## src/rtl/if_stage_pkg.sv

```systemverilog
// Shared definitions for the instruction-fetch stage and its neighbours.
package if_stage_pkg;

  // Address of the first instruction fetched after reset.
  localparam logic [31:0] RESET_PC = 32'h1c00_0000;

  // Inter-stage bus widths.
  localparam int unsigned FS_TO_DS_BUS_WD = 64;
  localparam int unsigned BR_BUS_WD       = 33;

  // Instruction SRAM port widths.
  localparam int unsigned INST_SRAM_AW  = 32;
  localparam int unsigned INST_SRAM_DW  = 32;
  localparam int unsigned INST_SRAM_WEW = 4;

  // IF -> ID payload: {pc, inst}.
  typedef struct packed {
    logic [31:0] pc;
    logic [31:0] inst;
  } fs_to_ds_bus_t;

  // ID -> IF redirect: {br_taken_cancel, br_target}.
  typedef struct packed {
    logic        taken_cancel;
    logic [31:0] target;
  } br_bus_t;

  // Sequential successor of a PC; wraps modulo 2^32.
  function automatic logic [31:0] seq_pc(input logic [31:0] pc);
    return pc + 32'd4;
  endfunction

endpackage

```

## src/rtl/if_inst_buf.sv

```systemverilog
// One-entry holding register for SRAM read data while ID stalls.
module if_inst_buf
  import if_stage_pkg::*;
(
  input  logic                    clk,
  input  logic                    reset,
  input  logic                    fs_valid_i,
  input  logic                    ds_allow_in_i,
  input  logic                    br_taken_cancel_i,
  input  logic                    fetch_en_i,
  input  logic [INST_SRAM_DW-1:0] sram_rdata_i,
  output logic [INST_SRAM_DW-1:0] inst_c_o
);

  logic                    buf_valid_q, buf_valid_d;
  logic [INST_SRAM_DW-1:0] buf_inst_q,  buf_inst_d;
  logic                    capture_c;

  // Capture the live SRAM word on the first stalled cycle; its source request is gone next cycle.
  assign capture_c = fs_valid_i & ~buf_valid_q & ~ds_allow_in_i & ~br_taken_cancel_i;

  // Next-state: a new fetch always empties the buffer (covers the redirect flush).
  always_comb begin
    buf_valid_d = buf_valid_q;
    buf_inst_d  = buf_inst_q;
    if (fetch_en_i) begin
      buf_valid_d = 1'b0;
    end else if (capture_c) begin
      buf_valid_d = 1'b1;
      buf_inst_d  = sram_rdata_i;
    end
  end

  // Buffer state register.
  always_ff @(posedge clk) begin
    if (reset) begin
      buf_valid_q <= 1'b0;
      buf_inst_q  <= '0;
    end else begin
      buf_valid_q <= buf_valid_d;
      buf_inst_q  <= buf_inst_d;
    end
  end

  // Held word takes priority over the (possibly stale) SRAM output.
  assign inst_c_o = buf_valid_q ? buf_inst_q : sram_rdata_i;

endmodule

```

## src/rtl/if_stage.sv

```systemverilog
// Instruction-fetch stage: owns the PC, issues SRAM reads, hands {pc, inst} to ID.
module if_stage
  import if_stage_pkg::*;
(
  input  logic                     clk,
  input  logic                     reset,
  input  logic                     ds_allow_in,
  input  logic                     br_taken_cancel,
  input  logic [31:0]              br_target,
  output logic                     inst_sram_en,
  output logic [INST_SRAM_WEW-1:0] inst_sram_we,
  output logic [INST_SRAM_AW-1:0]  inst_sram_addr,
  output logic [INST_SRAM_DW-1:0]  inst_sram_wdata,
  input  logic [INST_SRAM_DW-1:0]  inst_sram_rdata,
  output logic                     fs_to_ds_valid,
  output logic [31:0]              fs_pc,
  output logic [31:0]              fs_inst
);

  logic                    fs_valid_q, fs_valid_d;
  logic [31:0]             fs_pc_q,    fs_pc_d;
  logic                    fs_ready_go_c;
  logic                    fs_allow_in_c;
  logic                    fetch_en_c;
  logic [31:0]             nextpc_c;
  logic [INST_SRAM_DW-1:0] fs_inst_c;
  br_bus_t                 br_bus_c;
  fs_to_ds_bus_t           fs_to_ds_bus_c;

  // Redirect from ID, gathered into its bus form.
  assign br_bus_c = '{taken_cancel: br_taken_cancel, target: br_target};

  // Handshake and next-PC selection; a redirect always frees IF.
  always_comb begin
    fs_ready_go_c = 1'b1;
    fs_allow_in_c = ~fs_valid_q | (fs_ready_go_c & ds_allow_in) | br_bus_c.taken_cancel;
    nextpc_c      = br_bus_c.taken_cancel ? br_bus_c.target : seq_pc(fs_pc_q);
    fetch_en_c    = ~reset & fs_allow_in_c;
  end

  // PC / valid next-state: advance only when a request goes out.
  always_comb begin
    fs_valid_d = fs_valid_q;
    fs_pc_d    = fs_pc_q;
    if (fetch_en_c) begin
      fs_valid_d = 1'b1;
      fs_pc_d    = nextpc_c;
    end
  end

  // PC and valid registers.
  always_ff @(posedge clk) begin
    if (reset) begin
      fs_valid_q <= 1'b0;
      fs_pc_q    <= RESET_PC - 32'd4;
    end else begin
      fs_valid_q <= fs_valid_d;
      fs_pc_q    <= fs_pc_d;
    end
  end

  // Holding register for the fetched word.
  if_inst_buf u_inst_buf (
    .clk               (clk),
    .reset             (reset),
    .fs_valid_i        (fs_valid_q),
    .ds_allow_in_i     (ds_allow_in),
    .br_taken_cancel_i (br_bus_c.taken_cancel),
    .fetch_en_i        (fetch_en_c),
    .sram_rdata_i      (inst_sram_rdata),
    .inst_c_o          (fs_inst_c)
  );

  // Read-only SRAM port.
  assign inst_sram_en    = fetch_en_c;
  assign inst_sram_we    = '0;
  assign inst_sram_addr  = nextpc_c;
  assign inst_sram_wdata = '0;

  // IF -> ID payload; the wrong-path slot is killed in the redirect cycle.
  assign fs_to_ds_bus_c = '{pc: fs_pc_q, inst: fs_inst_c};
  assign fs_to_ds_valid = fs_valid_q & ~br_bus_c.taken_cancel;
  assign fs_pc          = fs_to_ds_bus_c.pc;
  assign fs_inst        = fs_to_ds_bus_c.inst;

endmodule

```

## config.mk

```make
export PLATFORM = sky130hd
export DESIGN_NAME = if_stage
export DESIGN_NICKNAME = d
export VERILOG_FILES = /design/src/rtl/if_stage_pkg.sv /design/src/rtl/if_inst_buf.sv /design/src/rtl/if_stage.sv
export SDC_FILE = /design/constraint.sdc
export NUM_CORES = 1
export LEC_CHECK = 0
export CORE_MARGIN = 3
export CORE_UTILIZATION = 45
export CTS_CLUSTER_DIAMETER = 120
export DETAILED_ROUTE_END_ITERATION = 12
export HOLD_SLACK_MARGIN = 0.12
export PLACE_DENSITY = 0.86
export SLEW_MARGIN = 20
export SYNTH_ARGS = -nofsm -noshare
export SYNTH_HDL_FRONTEND = slang
export SYNTH_SLANG_ARGS = --single-unit
```

## constraint.sdc

```tcl
create_clock -name clk -period 3.47 [get_ports clk]
set_input_delay 0.694 -clock clk [delete_from_list [all_inputs] [get_ports clk]]
set_output_delay 0.694 -clock clk [all_outputs]
set_load 0.01 [all_outputs]
```

After elaboration in Yosys (flattened, before gate mapping)
Index checks and enable logic that the tools add are counted.

storage, ports and cells
  register bits = 66
  bits in latches = 0
  memory bits (writable) = 0
  memory bits (read-only) = 0
  bits of input ports = 68
  output and inout bits = 134
  word-level logic and storage cells = 22
  memories kept = 0

cells by class
  add/subtract/negate cells = 1
  multipliers = 0
  div/mod/pow operators = 0
  order comparisons = 0
  eq/ne operators = 0
  shift operators = 0
  mux-type cells = 2
  bitwise logic cells = 13
  reduce and logical (&&, ||, !) cells = 2

operators by type and width
  kind                                                              number
  32-bit two-way mux                                                2
  32-bit by 3-bit adder with 32-bit output (second input constant)  1
  1-bit inverter                                                    6
  1-bit bitwise AND                                                 5
  1-bit OR                                                          2
  2-bit AND reduction                                               1
  2-bit OR reduction                                                1

Logic depth before layout (Yosys ltp)
  depth after elaboration = 6
  depth in mapped cells = 8
  gate-level depth less buffers = 6

Hierarchy
Synthesis repeated with hierarchy kept, for this count alone.

second synthesis, totals
  cell total of the unflattened synthesis = 602
  area, all modules = 4,982.3 µm²

by module, submodules not included
  module       times used  cells an instance  area each (µm²)  seq. area each (µm²)
  if_stage     1           421                3,088.0          660.6
  if_inst_buf  1           181                1,894.3          660.6

Least setup slack after synthesis
OpenSTA, ideal clock, no wires.

  path type = register to output
  start point = register fs_pc_q[2] (netlist: fs_pc[2])
  end point = output inst_sram_addr[24]
  data arrival time = 1.875 ns
  required time = 2.776 ns
  slack = 0.901 ns
  cell stages (with the launch flop) = 7
  buffers on the path = 0
  cells stage by stage = dfxtp_1 ha_1 nand4_2 nor3_2 nand4_1 xnor2_1 mux2_2

between the ends
  word-level cells in the longest chain between the ends = 2

ends and longest elaborated chain
  element                                   RTL line            text
  start, declared                           if_stage.sv:21      logic [31:0] fs_pc_q, fs_pc_d;
  start signal, assigned                    if_stage.sv:55      fs_pc_q <= RESET_PC - 32'd4;
  start signal, assigned                    if_stage.sv:58      fs_pc_q <= fs_pc_d;
  32-bit by 3-bit adder with 32-bit output  if_stage_pkg.sv:30  return pc + 32'd4;
  32-bit two-way mux                        if_stage.sv:37      nextpc_c = br_bus_c.taken_cancel ? br_bus_c.target : seq_pc(fs_pc_q);
  end, declared                             if_stage.sv:12      output logic [INST_SRAM_AW-1:0] inst_sram_addr,

Every way passes these cells.

Worst setup path in the final report
  start point = register fs_pc_q[3] (netlist: fs_pc[3])
  end point = output inst_sram_addr[24]

The elaborated chain is that of the path after synthesis.

==> metrics.yaml <==
run_status:
  status: "complete, no violations"
timing:
  grt_setup_unrepaired: "true"
  clock.fmax_ghz: 0.300
  finalMaxSlewViolations: 0
  skew_ns: 0.0156
  final-setup-viol-count: 0
  hold-worst-slack_ns: 0.459
  hold_viol: 0
  setup_tns_ns: 0
  tightest_slew_ns: 0.743
  relSlewSlack_pct: 50.5
  finalCritPeriodShare_pct: 96.2
  period_needed_ns: 3.34
worst_setup_path:
  cpMaxStageDelayCell: "clkdlybuf4s50_1"
  cp.buffers_inverters: 2
  cp_cell_sequence: "ha_2 -> nand4_4 -> nor3_2 -> buf_4 -> nand4_1 -> xnor2_1 -> mux2_2 -> clkdlybuf4s50_1"
  crit_type: "reg2out"
  slowest_delay_ns: 0.48
  critPathTopFamily: "buffers and inverters"
  r2r-start: "fs_pc[3]"
  cp-start-kind: "flop"
  r2r_setup_slack_ns: 1.32
  arrival_ns: 2.64
  crit_required_ns: 2.78
  startpoint: "fs_pc[3]"
  cp_max_fo: 8
  r2r_end: "fs_pc[28]"
  cp.depth: 8
  end_kind: "output pin"
  worstRegToRegCells: 6
worst_hold_path:
  min-delay-start: "u_inst_buf.buf_inst_q[14]"
  worstHoldPathType: "reg2reg"
  hold-path-endpoint: "u_inst_buf.buf_inst_q[14]"
  hold_depth: 2
yosys:
  postSynthAreaPerCell_sq_um: 7.83
  netlist_instances: 558
  synth_cell_type_count: 45
  yosysTopAreaCellShare_pct: 30.3
  yosys.area.top_type: "dfxtp_1"
  synthTopCellsByArea: "dfxtp_1, mux2_2, nand2_1"
  ys_seq_area_share_pct: 30.3
  syn-cell-area_sq_um: 4370
  synth_seq_cells: 66
  synthFlopType: "dfxtp_1"
  async_reset_ff_share_pct: 0
  yosysWarnings: 0
  synth_edf_count: 0
layout:
  antenna_cells: 0
  mostFrequentLayoutCells: "clkdlybuf4s50_1, nand2_1, dfxtp_1"
  drive_gt1_share_pct: 12.7
  final_common_cell: "clkdlybuf4s50_1"
  final_area_sq_um: 6180
  multi_input_area_sq_um: 2730
  seq_area_sq_um: 1330
  final_net_count: 771
  fillers: 785
  syn2layout_area_growth_pct: 41.6
global_route:
  grt_start_max_net_pins: 71
  antenna_found_initial: 0
  track_usage_pct: 23.7
  grt_pass1_vias: 4356
  grt-ovfl-total: 0
  grt_first_pass_wirelength_um: 21500
cts:
  cts_root_buf: "clkbuf_8"
  clkTransAtPathRegs_ns: 0.08
  numCtsBuffers: 9
  cts_sinks: 66
  cts_tree: "built"
  clockBufferDepth: 2
  htreeDepth: 3
  clock_latency_ns: 0.35
  cts_setup_buffers: 0
die:
  core_area_sq_um: 9330
  dieArea_sq_um: 10900
  ioPinCount: 202
  die_h_um: 105
  initial_core_util_pct: 46.8
  die_x_um: 105
  rows: 35
route:
  viasPerCell: 5.42
  dr_total_vias: 4532
  wire_per_inst_um: 16.2
  drtPass1Iterations: 5
  ant_nets: 0
  drt_iter0_markers: 305
  drc_errors: 0
  routed_wl_um: 13500
power_and_ir_drop:
  cellPowerDensity_nw_per_um2: 368
  cellLeakagePower_nw: 2.28
  finalPower_w: 0.00227
  vdd_ir_drop_max_v: 0.000212
placed_design:
  dpl_cell_area_sq_um: 5940
  dp_hpwl_um: 9930
  gp_congestion: 0.917
  portBuffers: 165
flow_run:
  cap_viol_max_count: 0
==> kinds of logic (layout without fill, tap and decap cells) <==
group                      after synthesis  after routing  synth area share, %
muxes                                   44             44                 11.2
DFF                                     66             66                 30.3
xor gates and xnor gates                37             37                 7.42
buffers and inverters                   85            199                 10.7
and+or+nand+nor                        224            224                 26.4
AOI/OAI and AO/OA                      100            100                 13.6
other                                    1             36               0.0859
adders and majority gates                1              1                0.286
==> routing by layer <==
metal / global-route usage (%) / routed length (um)
met1: 29.3 / 5440
met2: 40.5 / 6730
met3: 4.47 / 1010
met4: 9.31 / 340
met5: 0 / 0
==> flip-flops by register name, indices dropped and copies added (netlist names) <==
signal / cells
u_inst_buf.buf_inst_q: 32
fs_pc: 32
u_inst_buf.buf_valid_q: 1
fs_valid_q: 1
==> worst register-to-register path, stage by stage, from the launching register on <==
cell and delay, ns:
dfxtp_1 0.40, ha_2 0.27, nand4_4 0.18, nor4_4 0.63, nand3_1 0.20, nor4b_1 0.28
a211oi_1 0.08
==> per-stage QoR <==
step                      instances  setup WS [ns]  util (%)
after floorplan                 593          0.901         -
after global placement          820          0.440      63.7
after detailed placement        820          0.383      63.7
after CTS                       836        0.00934      66.0
after global routing            836        -0.0204      66.3
final                           836          0.132      66.3
==> power by group <==
group | switching [W] | leakage [nW] | internal [W]
clock | 0.000321 | 0.110 | 0.000375
sequential | 0.0000655 | 0.541 | 0.000800
combinational | 0.000346 | 1.62 | 0.000367
total | 0.000732 | 2.28 | 0.00154
==> cell usage after synthesis (all sizes together) (2+ instances only) <==
master,instances
dfxtp,66
inv,6
nor2b,3
nand3,24
and3,4
o21ai,14
nand2,90
nor4,6
buf,50
a21oi,54
nand4,23
mux2i,5
nor3,14
nor2,27
or3,2
clkbuf,28
a21boi,4
and4,3
o21a,11
mux2,39
a31o,4
nor4b,5
a2111oi,2
a211oi,5
xnor2,23
nand2b,13
nor3b,6
a21bo,2
a311oi,2
and2,4
xor2,14
==> what timing repair did <==
action                     CTS  global route
hold buffers                 0             0
setup endpoints to repair    0             6
gates resized for setup      0             8
==> cell type report <==
class	instances	area share [%]
clock buffer	11	2.45
clock inverter	5	0.991
inverter	7	0.425
multi-input combinational	442	44.2
sequential	66	21.4
tap	129	2.61
timing repair buffer	176	27.9
==> worst max path at each step <==
| stage | endpoint |
|---|---|
| after floorplan | inst_sram_addr[24] |
| after global placement | inst_sram_addr[16] |
| after detailed placement | inst_sram_addr[24] |
| after CTS | inst_sram_addr[24] |
| after global routing | inst_sram_addr[24] |
| final | inst_sram_addr[24] |
Power figures use the tool's default switching activity.
